File: src/rtl/pc_pkg.sv
// Shared definitions for the program-counter generator: redirect kind
// encodings and the boot/run/halt controller states.
package pc_pkg;

   localparam logic [1:0] REDIR_JMP  = 2'b00;
   localparam logic [1:0] REDIR_CALL = 2'b01;
   localparam logic [1:0] REDIR_RET  = 2'b10;

   typedef enum logic [1:0] {
      BOOT = 2'd0,
      RUN  = 2'd1,
      HALT = 2'd2
   } state_t;

endpackage

File: src/rtl/ras_stack.sv
// Return-address stack: circular buffer with a top-of-stack pointer.
// A push into a full stack overwrites the oldest entry and sets the sticky
// overflow flag. Entries are data only; just the pointer, count and flag
// are reset.
module ras_stack #(
   parameter int W     = 32,
   parameter int DEPTH = 4
) (
   input  logic         clk,
   input  logic         rst,
   input  logic         push,
   input  logic         pop,
   input  logic [W-1:0] push_data,
   output logic [W-1:0] top,
   output logic         empty,
   output logic         full,
   output logic         ovf
);

   localparam int PTR_W = $clog2(DEPTH);
   localparam int CNT_W = PTR_W + 1;

   logic [W-1:0]     mem [DEPTH];
   logic [PTR_W-1:0] tos_q;
   logic [CNT_W-1:0] cnt_q;

   assign top   = mem[tos_q];
   assign empty = (cnt_q == '0);
   assign full  = (cnt_q == CNT_W'(DEPTH));

   // Pointer, occupancy and overflow tracking.
   always_ff @(posedge clk or negedge rst) begin
      if (!rst) begin
         tos_q <= '0;
         cnt_q <= '0;
         ovf   <= 1'b0;
      end else if (push) begin
         tos_q <= tos_q + 1'b1;
         if (full) ovf <= 1'b1;
         else      cnt_q <= cnt_q + 1'b1;
      end else if (pop && !empty) begin
         tos_q <= tos_q - 1'b1;
         cnt_q <= cnt_q - 1'b1;
      end
   end

   // Entry storage; the slot above the current top receives the push, which
   // is also the oldest slot once the stack is full.
   always_ff @(posedge clk) begin
      if (push) mem[tos_q + 1'b1] <= push_data;
   end

endmodule

File: src/rtl/pc_gen.sv
// Program-counter generator at the head of the fetch stage.
// Selects the next fetch PC (flush > halt > redirect > sequential), owns the
// return-address stack and the boot/run/halt controller. Every output is
// registered, so there is no combinational path from any input to pc_out.
// Optional macro PC_GEN_ALIGN_CHECK_EN: rejects misaligned redirect/flush
// targets, sets the sticky pc_fault flag and parks the block in HALT.
module pc_gen
   import pc_pkg::*;
#(
   parameter int                 PC_W      = 32,
   parameter logic [PC_W-1:0]    RESET_VEC = '0,
   parameter int                 STEP      = 4,
   parameter int                 RAS_DEPTH = 4
) (
   input  logic            clk,
   input  logic            rst,
   input  logic            ena,
   input  logic            flush,
   input  logic [PC_W-1:0] flush_addr,
   input  logic            halt,
   input  logic            redir_valid,
   input  logic [1:0]      redir_kind,
   input  logic [PC_W-1:0] redir_addr,
   output logic [PC_W-1:0] pc_out,
   output logic            pc_valid,
   output logic            ras_empty,
   output logic            ras_full,
   output logic            ras_ovf,
   output logic            pc_fault
);

`ifdef PC_GEN_ALIGN_CHECK_EN
   localparam bit ALIGN_EN = 1'b1;
`else
   localparam bit ALIGN_EN = 1'b0;
`endif

   localparam logic [PC_W-1:0] STEP_V     = PC_W'(STEP);
   localparam logic [PC_W-1:0] ALIGN_MASK = PC_W'(STEP - 1);

   // True when an address would be rejected by the alignment check.
   function automatic logic addr_bad(input logic [PC_W-1:0] addr);
      return ALIGN_EN && ((addr & ALIGN_MASK) != '0);
   endfunction

   state_t          state_q;
   logic            fault_q;
   logic [PC_W-1:0] ras_top;
   logic            is_call;
   logic            is_ret;
   logic            ret_hit;
   logic            tgt_bad;
   logic            run_redir;
   logic            ras_push;
   logic            ras_pop;

   // Reserved kind 11 falls through to jump/branch.
   assign is_call   = (redir_kind == REDIR_CALL);
   assign is_ret    = (redir_kind == REDIR_RET);
   assign ret_hit   = is_ret && !ras_empty;
   assign tgt_bad   = addr_bad(redir_addr);
   assign run_redir = (state_q == RUN) && ena && !flush && !halt && redir_valid;
   assign ras_push  = run_redir && is_call && !tgt_bad;
   assign ras_pop   = run_redir && ret_hit;

   ras_stack #(
      .W     (PC_W),
      .DEPTH (RAS_DEPTH)
   ) u_ras (
      .clk       (clk),
      .rst       (rst),
      .push      (ras_push),
      .pop       (ras_pop),
      .push_data (pc_out + STEP_V),
      .top       (ras_top),
      .empty     (ras_empty),
      .full      (ras_full),
      .ovf       (ras_ovf)
   );

   assign pc_fault = ALIGN_EN ? fault_q : 1'b0;

   // Controller and next-PC selection.
   always_ff @(posedge clk or negedge rst) begin
      if (!rst) begin
         pc_out   <= RESET_VEC;
         pc_valid <= 1'b0;
         state_q  <= BOOT;
         fault_q  <= 1'b0;
      end else if (flush) begin
         if (addr_bad(flush_addr)) begin
            fault_q  <= 1'b1;
            state_q  <= HALT;
            pc_valid <= 1'b0;
         end else begin
            pc_out   <= flush_addr;
            state_q  <= RUN;
            pc_valid <= 1'b1;
         end
      end else begin
         case (state_q)
            BOOT: begin
               state_q  <= RUN;
               pc_valid <= 1'b1;
            end
            RUN: begin
               if (ena) begin
                  if (halt) begin
                     state_q  <= HALT;
                     pc_valid <= 1'b0;
                  end else if (redir_valid) begin
                     if (ret_hit) begin
                        pc_out <= ras_top;
                     end else if (tgt_bad) begin
                        fault_q  <= 1'b1;
                        state_q  <= HALT;
                        pc_valid <= 1'b0;
                     end else begin
                        pc_out <= redir_addr;
                     end
                  end else begin
                     pc_out <= pc_out + STEP_V;
                  end
               end
            end
            default: begin
               // HALT: only a flush leaves this state.
               pc_valid <= 1'b0;
            end
         endcase
      end
   end

endmodule

File: config.mk
export PLATFORM = sky130hd
export DESIGN_NAME = pc_gen
export DESIGN_NICKNAME = d
export VERILOG_FILES = /design/src/rtl/pc_pkg.sv /design/src/rtl/ras_stack.sv /design/src/rtl/pc_gen.sv
export SDC_FILE = /design/constraint.sdc
export NUM_CORES = 1
export LEC_CHECK = 0
export ABC_AREA = 1
export BUFFER_PORTS_ARGS = -buffer_cell sky130_fd_sc_hd__buf_2
export CORE_MARGIN = 2
export CORE_UTILIZATION = 35
export DETAILED_ROUTE_END_ITERATION = 7
export SLEW_MARGIN = 15
export SYNTH_ARGS = -nofsm -noshare
export SYNTH_HDL_FRONTEND = slang
export SYNTH_SLANG_ARGS = --single-unit
File: constraint.sdc
create_clock -name clk -period 2.8 [get_ports clk]
set_clock_uncertainty 0.05 [all_clocks]
set_input_delay 0.84 -clock clk [delete_from_list [all_inputs] [get_ports clk]]
set_output_delay 0.84 -clock clk [all_outputs]
set_load 0.01 [all_outputs]
==> impl_metrics.py, run 1 <==
metrics = {
    "status": {
        "status": "completed",
    },
    "power": {
        "combPwrFrac_pct": 30.0,
        "internal-power_mw": 4.93,
        "power_frac_clock_pct": 28.9,
        "switching_power_mw": 2.77,
        "peakVddDrop_mv": 0.423,
        "power_leakage_nw": 4.10,
        "p_sw_share_pct": 35.9,
        "pwr-share-seq_pct": 41.1,
        "total_power_mw": 7.70,
        "powerDensity_nw_per_um2": 770,
    },
    "critical_path": {
        "rr_worst_depth": 9,
        "cp_top_family": "flip-flops",
        "reg2reg_slack_ns": 0.83,
        "crit_slowest_cell": "dfrtp_1",
        "cp-endpoint": "ras_full",
        "cp.required_ns": 1.91,
        "critPathLaunch": "u_ras.cnt_q[0]",
        "worstPathArrival_ns": 1.30,
        "cpMostUsedCell": "inv_1",
        "end_kind": "output pin",
        "crit_type": "flip-flop to output pin",
        "path_buf_inv": 3,
        "r2r-start": "state_q[1]",
        "crit_path_max_incr_delay_ns": 0.43,
        "cp_cell_sequence": "inv_1 -> nand3_1 -> inv_1 -> buf_2",
        "cp_num_cells": 4,
        "cp-start-kind": "flip-flop",
        "r2r-end": "u_ras.mem[0][8]",
        "cp_max_fo": 3,
    },
    "floorplan": {
        "fp.dieH_um": 160,
        "core_area_um2": 23600,
        "num_io_pins": 109,
        "die-area_um2": 25400,
        "die_w_um": 160,
        "start_util_pct": 35.9,
        "placementRows": 56,
    },
    "min_path": {
        "hold_class": "input port to async pin",
    },
    "logic_synthesis": {
        "synth_flop_cell": "edfxtp_1",
        "syn_area_per_cell_um2": 8.94,
        "syn_area_um2": 8470,
        "synthCells": 947,
        "synth.distinct_cells": 42,
        "syn-num-nets": 1025,
        "yosysWarnings": 0,
        "yosysSeqAreaShare_pct": 57.5,
        "synth_edf_count": 128,
        "synth_seq_cells": 169,
        "async_reset_ff_share_pct": 24.3,
    },
    "clocking": {
        "clockRootBuffer": "clkbuf_16",
        "cts_sinks": 169,
        "cts_tree": "built",
        "clk_pin_slew_ns": 0.07,
        "clockBufferDepth": 2,
        "h-tree-depth": 4,
        "ctsResizeCount": 0,
        "holdBufCountCts": 0,
        "cts_made_buffers": 17,
        "post-cts-setup-buffer-count": 0,
        "clk_latency_ns": 0.43,
    },
    "final_layout": {
        "n_antenna_cell": 0,
        "final_util_pct": 42.3,
        "drive_gt1_share_pct": 18.5,
        "multiInputGateArea_um2": 3160,
        "instances_no_fill": 1384,
        "syn2layout_area_growth_pct": 18.0,
        "fillers": 2330,
        "design.final.nets": 1130,
        "regArea_um2": 4870,
    },
    "placed_design": {
        "port_buffers": 107,
        "hpwl_um": 16700,
        "dp_cells": 1352,
        "globalplace.congestion": 0.889,
    },
    "timing": {
        "worst_pin_slew_ns": 0.720,
        "relSlewSlack_pct": 51.8,
        "hold_viol": 0,
        "period_share_pct": 78.2,
        "slew_viol_final": 0,
        "rsz0062_at_grt": "false",
        "min_period_ns": 2.19,
        "setup_viol": 0,
        "timing.fmax_mhz": 457,
    },
    "global_routing": {
        "grt_max_degree": 46,
        "antenna_found_initial": 0,
        "groute.usage.overall_pct": 18.9,
        "grt_pass1_wl_um": 36900,
        "grt_overflow": 0,
        "grt_pass1_vias": 6608,
    },
    "detailed_routing": {
        "drtPass1Iterations": 5,
        "routed_wl_um": 23600,
        "drtIter0Drc": 523,
        "drc": 0,
        "ant_nets": 0,
        "dr_total_vias": 6827,
        "post_drt_via_cell_ratio": 4.93,
        "wire_per_inst_um": 17.0,
    },
    "job": {
        "maxCapViolCount": 0,
    },
}
-- per-layer routing --
layer / global-route usage (%) / vias up / routed length (µm)
li1: - / 3347 / -
met1: 26.1 / 3266 / 11000
met5: 0 / - / 0
met3: 4.01 / 20 / 1330
met4: 5.21 / 0 / 293
met2: 30.2 / 194 / 11000
-- final cells by class --
class	instances	share of cell area [%]
repair buffers	130	7.59
clock buffers	20	4.80
clock inverters	12	0.877
multi-input cells	670	31.6
inverters	64	2.40
flip-flops and latches	169	48.7
well taps	319	3.99
-- synthesized netlist by cell type, types with 2 or more instances --
cell type | number | area share, %
inv_2 | 5 | 0.22
buf_2 | 17 | 1.0
o21ai_0 | 65 | 3.8
nand3_1 | 53 | 3.1
inv_1 | 58 | 2.6
nor2_2 | 4 | 0.30
o22ai_1 | 6 | 0.44
dfrtp_1 | 41 | 12
o211ai_1 | 9 | 0.80
buf_4 | 7 | 0.62
nand4_1 | 5 | 0.37
a21boi_0 | 2 | 0.18
xnor2_1 | 3 | 0.31
clkbuf_1 | 16 | 0.71
nand3_2 | 2 | 0.24
buf_6 | 2 | 0.27
nor2_1 | 182 | 8.1
o21ai_1 | 3 | 0.18
a221oi_1 | 2 | 0.21
ha_1 | 5 | 0.74
nor2_4 | 6 | 0.80
o21bai_1 | 3 | 0.27
and2_1 | 8 | 0.59
xor2_1 | 7 | 0.72
nand2_1 | 228 | 10
a21oi_1 | 49 | 2.9
nand2_2 | 9 | 0.67
nand3b_1 | 7 | 0.62
a22oi_1 | 3 | 0.27
edfxtp_1 | 128 | 45
-- cell families after synthesis --
logic type	Yosys count	synth area share (%)
simple gates	507	25.3
flops	169	57.5
compound gates	145	9.34
buf+inv	108	5.57
xor+xnor	11	1.23
fa+ha+maj	6	0.975
other cells	1	0.0443
-- placed cells by master (no fill, tap or decap), drive strengths merged --
| cell | count |
|---|---|
| a211oi | 1 |
| a21boi | 2 |
| a21oi | 49 |
| a221oi | 2 |
| a22oi | 3 |
| a31oi | 1 |
| and2 | 8 |
| buf | 130 |
| clkbuf | 20 |
| clkinv | 8 |
| clkinvlp | 1 |
| conb | 1 |
| dfrtp | 41 |
| edfxtp | 128 |
| fa | 1 |
| ha | 5 |
| inv | 67 |
| nand2 | 238 |
| nand3 | 55 |
| nand3b | 7 |
| nand4 | 5 |
| nor2 | 193 |
| nor3 | 1 |
| o211ai | 9 |
| o21ai | 69 |
| o21bai | 3 |
| o22ai | 6 |
| xnor2 | 3 |
| xor2 | 8 |
-- worst reg2reg max path, delay by kind of cell, from the launching register on --
family                 cells  cell delay (ns)
buffers and inverters      4             0.59
DFF                        1             0.39
and+or+nand+nor            5             0.59
-- power by group through the flow --
stage,Clock [mW],Combinational (mW),Sequential (mW)
after floorplan,0,1.54,3.19
after CTS,2.25,2.32,3.16
after global placement,0,2.30,3.22
after detailed placement,0,2.32,3.21
after global routing,2.34,2.63,3.19
final,2.22,2.31,3.17
-- per-stage QoR --
stage / hold slack (ns) / setup TNS [ns] / worst slack (ns) / cell area (µm²)
floorplan: 0.415 / -6.89 / -0.0538 / 8480
global placement: 0.443 / 0 / 0.308 / 9430
detailed placement: 0.419 / 0 / 0.277 / 9430
CTS: 0.435 / 0 / 0.616 / 9990
global route: 0.470 / 0 / 0.558 / 9990
finish: 0.432 / 0 / 0.611 / 9990
-- worst min path at each step --
| stage | start | depth (start not counted) | slack (ns) | end |
|---|---|---|---|---|
| after floorplan | state_q[0] | 1 | 0.42 | pc_valid |
| final | rst | 2 | 0.43 | pc_out[3] |
| after detailed placement | u_ras.ovf | 1 | 0.42 | u_ras.ovf |
| after global routing | rst | 2 | 0.47 | pc_out[3] |
| after global placement | u_ras.ovf | 1 | 0.44 | u_ras.ovf |
| after CTS | u_ras.ovf | 1 | 0.44 | u_ras.ovf |
-- state kept, by name, summed over array words and instances (netlist names) --
register,cells
pc_out,32
u_ras.ovf,1
u_ras.cnt_q,3
state_q,2
u_ras.mem,128
pc_valid,1
u_ras.tos_q,2
Note: power is estimated with default switching activity, not from simulation.
==> run 2: changes to the inputs <==
==> constraint.sdc (replaced) <==
create_clock -name clk -period 2.3 [get_ports clk]
set_clock_uncertainty 0.05 [all_clocks]
set_input_delay 0.69 -clock clk [delete_from_list [all_inputs] [get_ports clk]]
set_output_delay 0.69 -clock clk [all_outputs]
set_load 0.01 [all_outputs]
==> impl_metrics.py, run 2 (synthesis gave the netlist of run 1 again) <==
metrics = {
    "timing": {
        "min_period_ns": 2.01,
        "rsz0062_at_grt": "false",
        "slew_viol_final": 0,
        "period_share_pct": 87.2,
        "setup_viol": 0,
        "hold_viol": 0,
        "tns_ns": 0,
        "relSlewSlack_pct": 61.7,
        "timing.fmax_mhz": 498,
        "worst_pin_slew_ns": 0.574,
        "setup_slack_ns": 0.294,
    },
    "clocking": {
        "clockBufferDepth": 2,
        "clockRootBuffer": "clkbuf_16",
        "clk_pin_slew_ns": 0.06,
        "holdBufCountCts": 0,
        "h-tree-depth": 4,
        "post-cts-setup-buffer-count": 0,
        "clk_latency_ns": 0.43,
        "ctsResizeCount": 0,
        "cts_tree": "built",
        "cts_sinks": 169,
        "cts_made_buffers": 17,
    },
    "floorplan": {
        "die-area_um2": 25400,
        "num_io_pins": 109,
        "fp.dieH_um": 160,
        "core_area_um2": 23600,
        "start_util_pct": 35.9,
        "placementRows": 56,
        "die_w_um": 160,
    },
    "power": {
        "powerDensity_nw_per_um2": 928,
        "total_power_mw": 9.45,
        "peakVddDrop_mv": 0.566,
        "power_leakage_nw": 4.17,
    },
    "critical_path": {
        "cp_top_family": "flip-flops",
        "cp_cell_sequence": "inv_1 -> nand3_1 -> inv_1 -> buf_2",
        "cp.required_ns": 1.56,
        "cp_max_fo": 3,
        "end_kind": "output pin",
        "crit_type": "flip-flop to output pin",
        "worstPathArrival_ns": 1.27,
        "crit_path_max_incr_delay_ns": 0.42,
        "cpMostUsedCell": "inv_1",
        "cp-start-kind": "flip-flop",
        "reg2reg_slack_ns": 0.36,
        "crit_slowest_cell": "dfrtp_1",
        "path_buf_inv": 3,
    },
    "final_layout": {
        "final_cell_mix": "nand2_1, nor2_1, edfxtp_1",
        "n_antenna_cell": 0,
        "top_register": "u_ras.mem",
        "design.final.nets": 1144,
        "reg_top3": "u_ras.mem (128), pc_out (32), u_ras.cnt_q (3)",
        "drive_gt1_share_pct": 19.5,
        "fillers": 2324,
        "largest_register_ffs": 128,
        "mostFrequentLayoutCell": "nand2_1",
        "syn2layout_area_growth_pct": 20.3,
    },
    "placed_design": {
        "globalplace.congestion": 0.856,
        "pre_cts_slack_ns": 0.0246,
        "port_buffers": 107,
        "hpwl_um": 17100,
    },
    "detailed_routing": {
        "dr_total_vias": 6862,
        "ant_nets": 0,
        "wire_per_inst_um": 17.1,
        "post_drt_via_cell_ratio": 4.91,
        "drc": 0,
        "drtPass1Iterations": 5,
        "drtIter0Drc": 682,
        "routed_wl_um": 23800,
    },
    "global_routing": {
        "groute.usage.overall_pct": 19.1,
        "grt_pass1_wl_um": 37300,
        "grt_overflow": 0,
        "grt_pass1_vias": 6715,
        "antenna_found_initial": 0,
        "grt_max_degree": 49,
    },
    "job": {
        "maxCapViolCount": 0,
    },
    "min_path": {
        "hold_class": "input port to async pin",
    },
    "status": {
        "status": "completed",
    },
}
-- run 2: changes by cell type in the layout (fill, tap and decap cells not counted), sizes merged --
cell      change
clkinvlp      +4
inv           -1
bufinv        +1
clkinv        -1
buf          +14
clkbuf        -3
-- run 2: final cells by class --
class                           instances  area [µm²]  share of cell area, %
Sequential cell                       169        4870                   47.8
Inverter                               64         243                   2.38
Timing Repair Buffer                  144         951                   9.34
Multi-Input combinational cell        670        3170                   31.1
Tap cell                              319         399                   3.92
Clock buffer                           17         425                   4.18
Clock inverter                         15         126                   1.24
-- run 2: path summary, 6_finish.rpt --
kind                                  end           start  depth (start not counted)
setup / recovery                 ras_full  u_ras.cnt_q[0]                          4
hold / removal                  pc_out[3]             rst                          2
setup reg to reg               pc_out[24]      pc_out[15]                          8
hold reg to reg                 u_ras.ovf       u_ras.ovf                          1
max in group asynchronous  u_ras.tos_q[0]             rst                          2
min in group clk                u_ras.ovf       u_ras.ovf                          1
-- run 2: metrics by stage --
stage	utilization, %	area, µm²	hold slack (ns)	cells
5_1_grt	43.1	10200	0.336	1398
6_report	43.1	10200	0.290	1398
2_1_floorplan	-	8510	0.344	947
3_3_place_gp	40.8	9630	0.430	1366
4_1_cts	43.1	10200	0.302	1398
3_5_place_dp	40.8	9630	0.438	1366
-- run 2: routing by layer --
metal / track usage, % / wire length (µm) / up-vias / share of wire, %
li1: - / - / 3375 / -
met1: 26.5 / 11000 / 3261 / 46
met2: 30.8 / 11300 / 200 / 48
met3: 3.44 / 1130 / 26 / 4.7
met4: 5.45 / 361 / 0 / 1.5
met5: 0 / 0 / - / 0
-- run 2: worst reg2reg max path: cells and delay by family (launching register included) --
kind | cells | cell delay [ns]
and+or+nand+nor | 7 | 1.12
AOI/OAI and AO/OA | 1 | 0.16
DFF | 1 | 0.54
-- run 2: where the power goes --
group          switching, mW  total, mW  leakage (nW)  internal (mW)
Combinational           1.94       2.90          2.28          0.956
Sequential             0.275       3.87          1.63           3.60
Clock                   1.20       2.69         0.256           1.49
Total                   3.41       9.45          4.17           6.04
==> run 3: changes to the inputs <==
--- a/config.mk
+++ b/config.mk
@@ -7,6 +7,7 @@
 export LEC_CHECK = 0
 export ABC_AREA = 1
 export BUFFER_PORTS_ARGS = -buffer_cell sky130_fd_sc_hd__buf_2
+export CORE_ASPECT_RATIO = 1.75
 export CORE_MARGIN = 2
 export CORE_UTILIZATION = 35
 export DETAILED_ROUTE_END_ITERATION = 7
@@ -14,3 +15,4 @@
 export SYNTH_ARGS = -nofsm -noshare
 export SYNTH_HDL_FRONTEND = slang
 export SYNTH_SLANG_ARGS = --single-unit
+export TNS_END_PERCENT = 50
==> impl_metrics.py, run 3 (synthesis gave the netlist of run 1 again) <==
metrics = {
    "global_routing": {
        "grt_pass1_vias": 6782,
        "grt_max_degree": 46,
        "grt_use_met1_pct": 24.0,
        "met2_usage_pct": 33.5,
        "busiest_layer": "met2",
        "antenna_found_initial": 1,
        "groute.usage.overall_pct": 19.6,
        "grt_overflow": 0,
        "grt.met3_usage_pct": 2.99,
        "grt_pass1_wl_um": 37400,
    },
    "final_layout": {
        "instances_no_fill": 1388,
        "drive_gt1_share_pct": 19.6,
        "stdcell_area_um2": 10200,
        "mostFrequentLayoutCell": "nand2_1",
        "final_cell_mix": "nand2_1, nor2_1, edfxtp_1",
        "design.final.nets": 1144,
        "final_util_pct": 42.8,
        "top_register": "u_ras.mem",
        "fillers": 2414,
        "reg_top3": "u_ras.mem (128), pc_out (32), u_ras.cnt_q (3)",
        "syn2layout_area_growth_pct": 20.4,
        "largest_register_ffs": 128,
    },
    "placed_design": {
        "pre_cts_slack_ns": 0.0327,
        "globalplace.congestion": 0.858,
        "dpl-instance-area_um2": 9640,
        "dp_cells": 1355,
        "port_buffers": 107,
        "hpwl_um": 17900,
    },
    "critical_path": {
        "rr_worst_depth": 6,
        "cp-start-kind": "flip-flop",
        "crit_type": "flip-flop to output pin",
        "r2r-start": "u_ras.tos_q[0]",
        "cp_max_fo": 3,
        "worstPathArrival_ns": 1.31,
        "reg2reg_slack_ns": 0.34,
        "cp.required_ns": 1.56,
        "end_kind": "output pin",
        "r2r-end": "pc_out[6]",
    },
    "detailed_routing": {
        "ant_nets": 0,
        "routed_wl_um": 24400,
        "drtPass1Iterations": 6,
        "drc": 0,
        "post_drt_via_cell_ratio": 4.98,
        "dr_total_vias": 6909,
        "wire_per_inst_um": 17.6,
        "drtIter0Drc": 656,
    },
    "clocking": {
        "h-tree-depth": 4,
        "ctsResizeCount": 0,
        "post-cts-setup-buffer-count": 0,
        "clk_pin_slew_ns": 0.07,
        "cts_tree": "built",
        "holdBufCountCts": 0,
        "cts_sinks": 169,
        "clockBufferDepth": 2,
        "cts_made_buffers": 17,
        "clockRootBuffer": "clkbuf_16",
        "clk_latency_ns": 0.43,
    },
    "status": {
        "status": "completed",
    },
    "power": {
        "power_leakage_nw": 4.19,
        "peakVddDrop_mv": 0.404,
        "powerDensity_nw_per_um2": 925,
        "total_power_mw": 9.43,
    },
    "floorplan": {
        "num_io_pins": 109,
        "die_w_um": 122,
        "placementRows": 75,
        "start_util_pct": 35.5,
        "die-area_um2": 25500,
        "fp.dieH_um": 210,
        "core_area_um2": 23800,
    },
    "timing": {
        "slew_viol_final": 0,
        "rsz0062_at_grt": "false",
        "hold_ws_ns": 0.108,
        "setup_slack_ns": 0.255,
        "hold_viol": 0,
        "relSlewSlack_pct": 61.8,
        "period_share_pct": 88.9,
        "worst_pin_slew_ns": 0.568,
        "min_period_ns": 2.05,
        "timing.fmax_mhz": 489,
        "tns_ns": 0,
        "setup_viol": 0,
    },
    "job": {
        "maxCapViolCount": 0,
    },
    "min_path": {
        "hold_class": "input port to async pin",
    },
}
## run 3: cell types whose count changed in the layout (fill, tap and decap cells not counted), sizes merged
cell	previous run	this run
bufinv	1	0
clkbuf	17	20
clkinv	7	6
clkinvlp	5	2
diode	0	1
inv	66	68
## run 3: worst max-delay path by stage
stage / start / to / slack (ns) / depth (start not counted)
2_1_floorplan: ena / u_ras.mem[0][0] / 0.002 / 6
3_3_place_gp: ena / u_ras.mem[0][8] / 0.04 / 9
3_5_place_dp: halt / u_ras.mem[0][3] / 0.03 / 8
4_1_cts: u_ras.cnt_q[0] / ras_full / 0.22 / 4
5_1_grt: u_ras.tos_q[0] / pc_out[6] / 0.14 / 6
6_report: u_ras.cnt_q[0] / ras_full / 0.25 / 4
## run 3: area by class of cell
type / instances / area (µm²) / share of cell area [%]
diodes: 1 / 2.50 / 0.0246
well taps: 308 / 385 / 3.78
repair buffers: 144 / 976 / 9.58
flip-flops and latches: 169 / 4870 / 47.8
multi-input cells: 670 / 3170 / 31.1
inverters: 64 / 243 / 2.38
clock inverters: 12 / 91.3 / 0.896
clock buffers: 20 / 457 / 4.48
## run 3: metal layers
layer	routed length, µm	vias up
li1	-	3381
met1	10100	3260
met2	12200	224
met3	1110	44
met4	976	0
met5	0	-
## run 3: where the power goes
part / switching, mW / leakage, nW / internal, mW / total (mW)
clock network: 1.22 / 0.268 / 1.45 / 2.67
logic: 1.90 / 2.29 / 0.973 / 2.87
registers: 0.292 / 1.63 / 3.60 / 3.89
## run 3: worst max-delay path, stage by stage, from the launching register on
cell,delay [ns]
dfrtp_1,0.43
inv_1,0.11
nand3_1,0.14
inv_1,0.08
buf_2,0.13
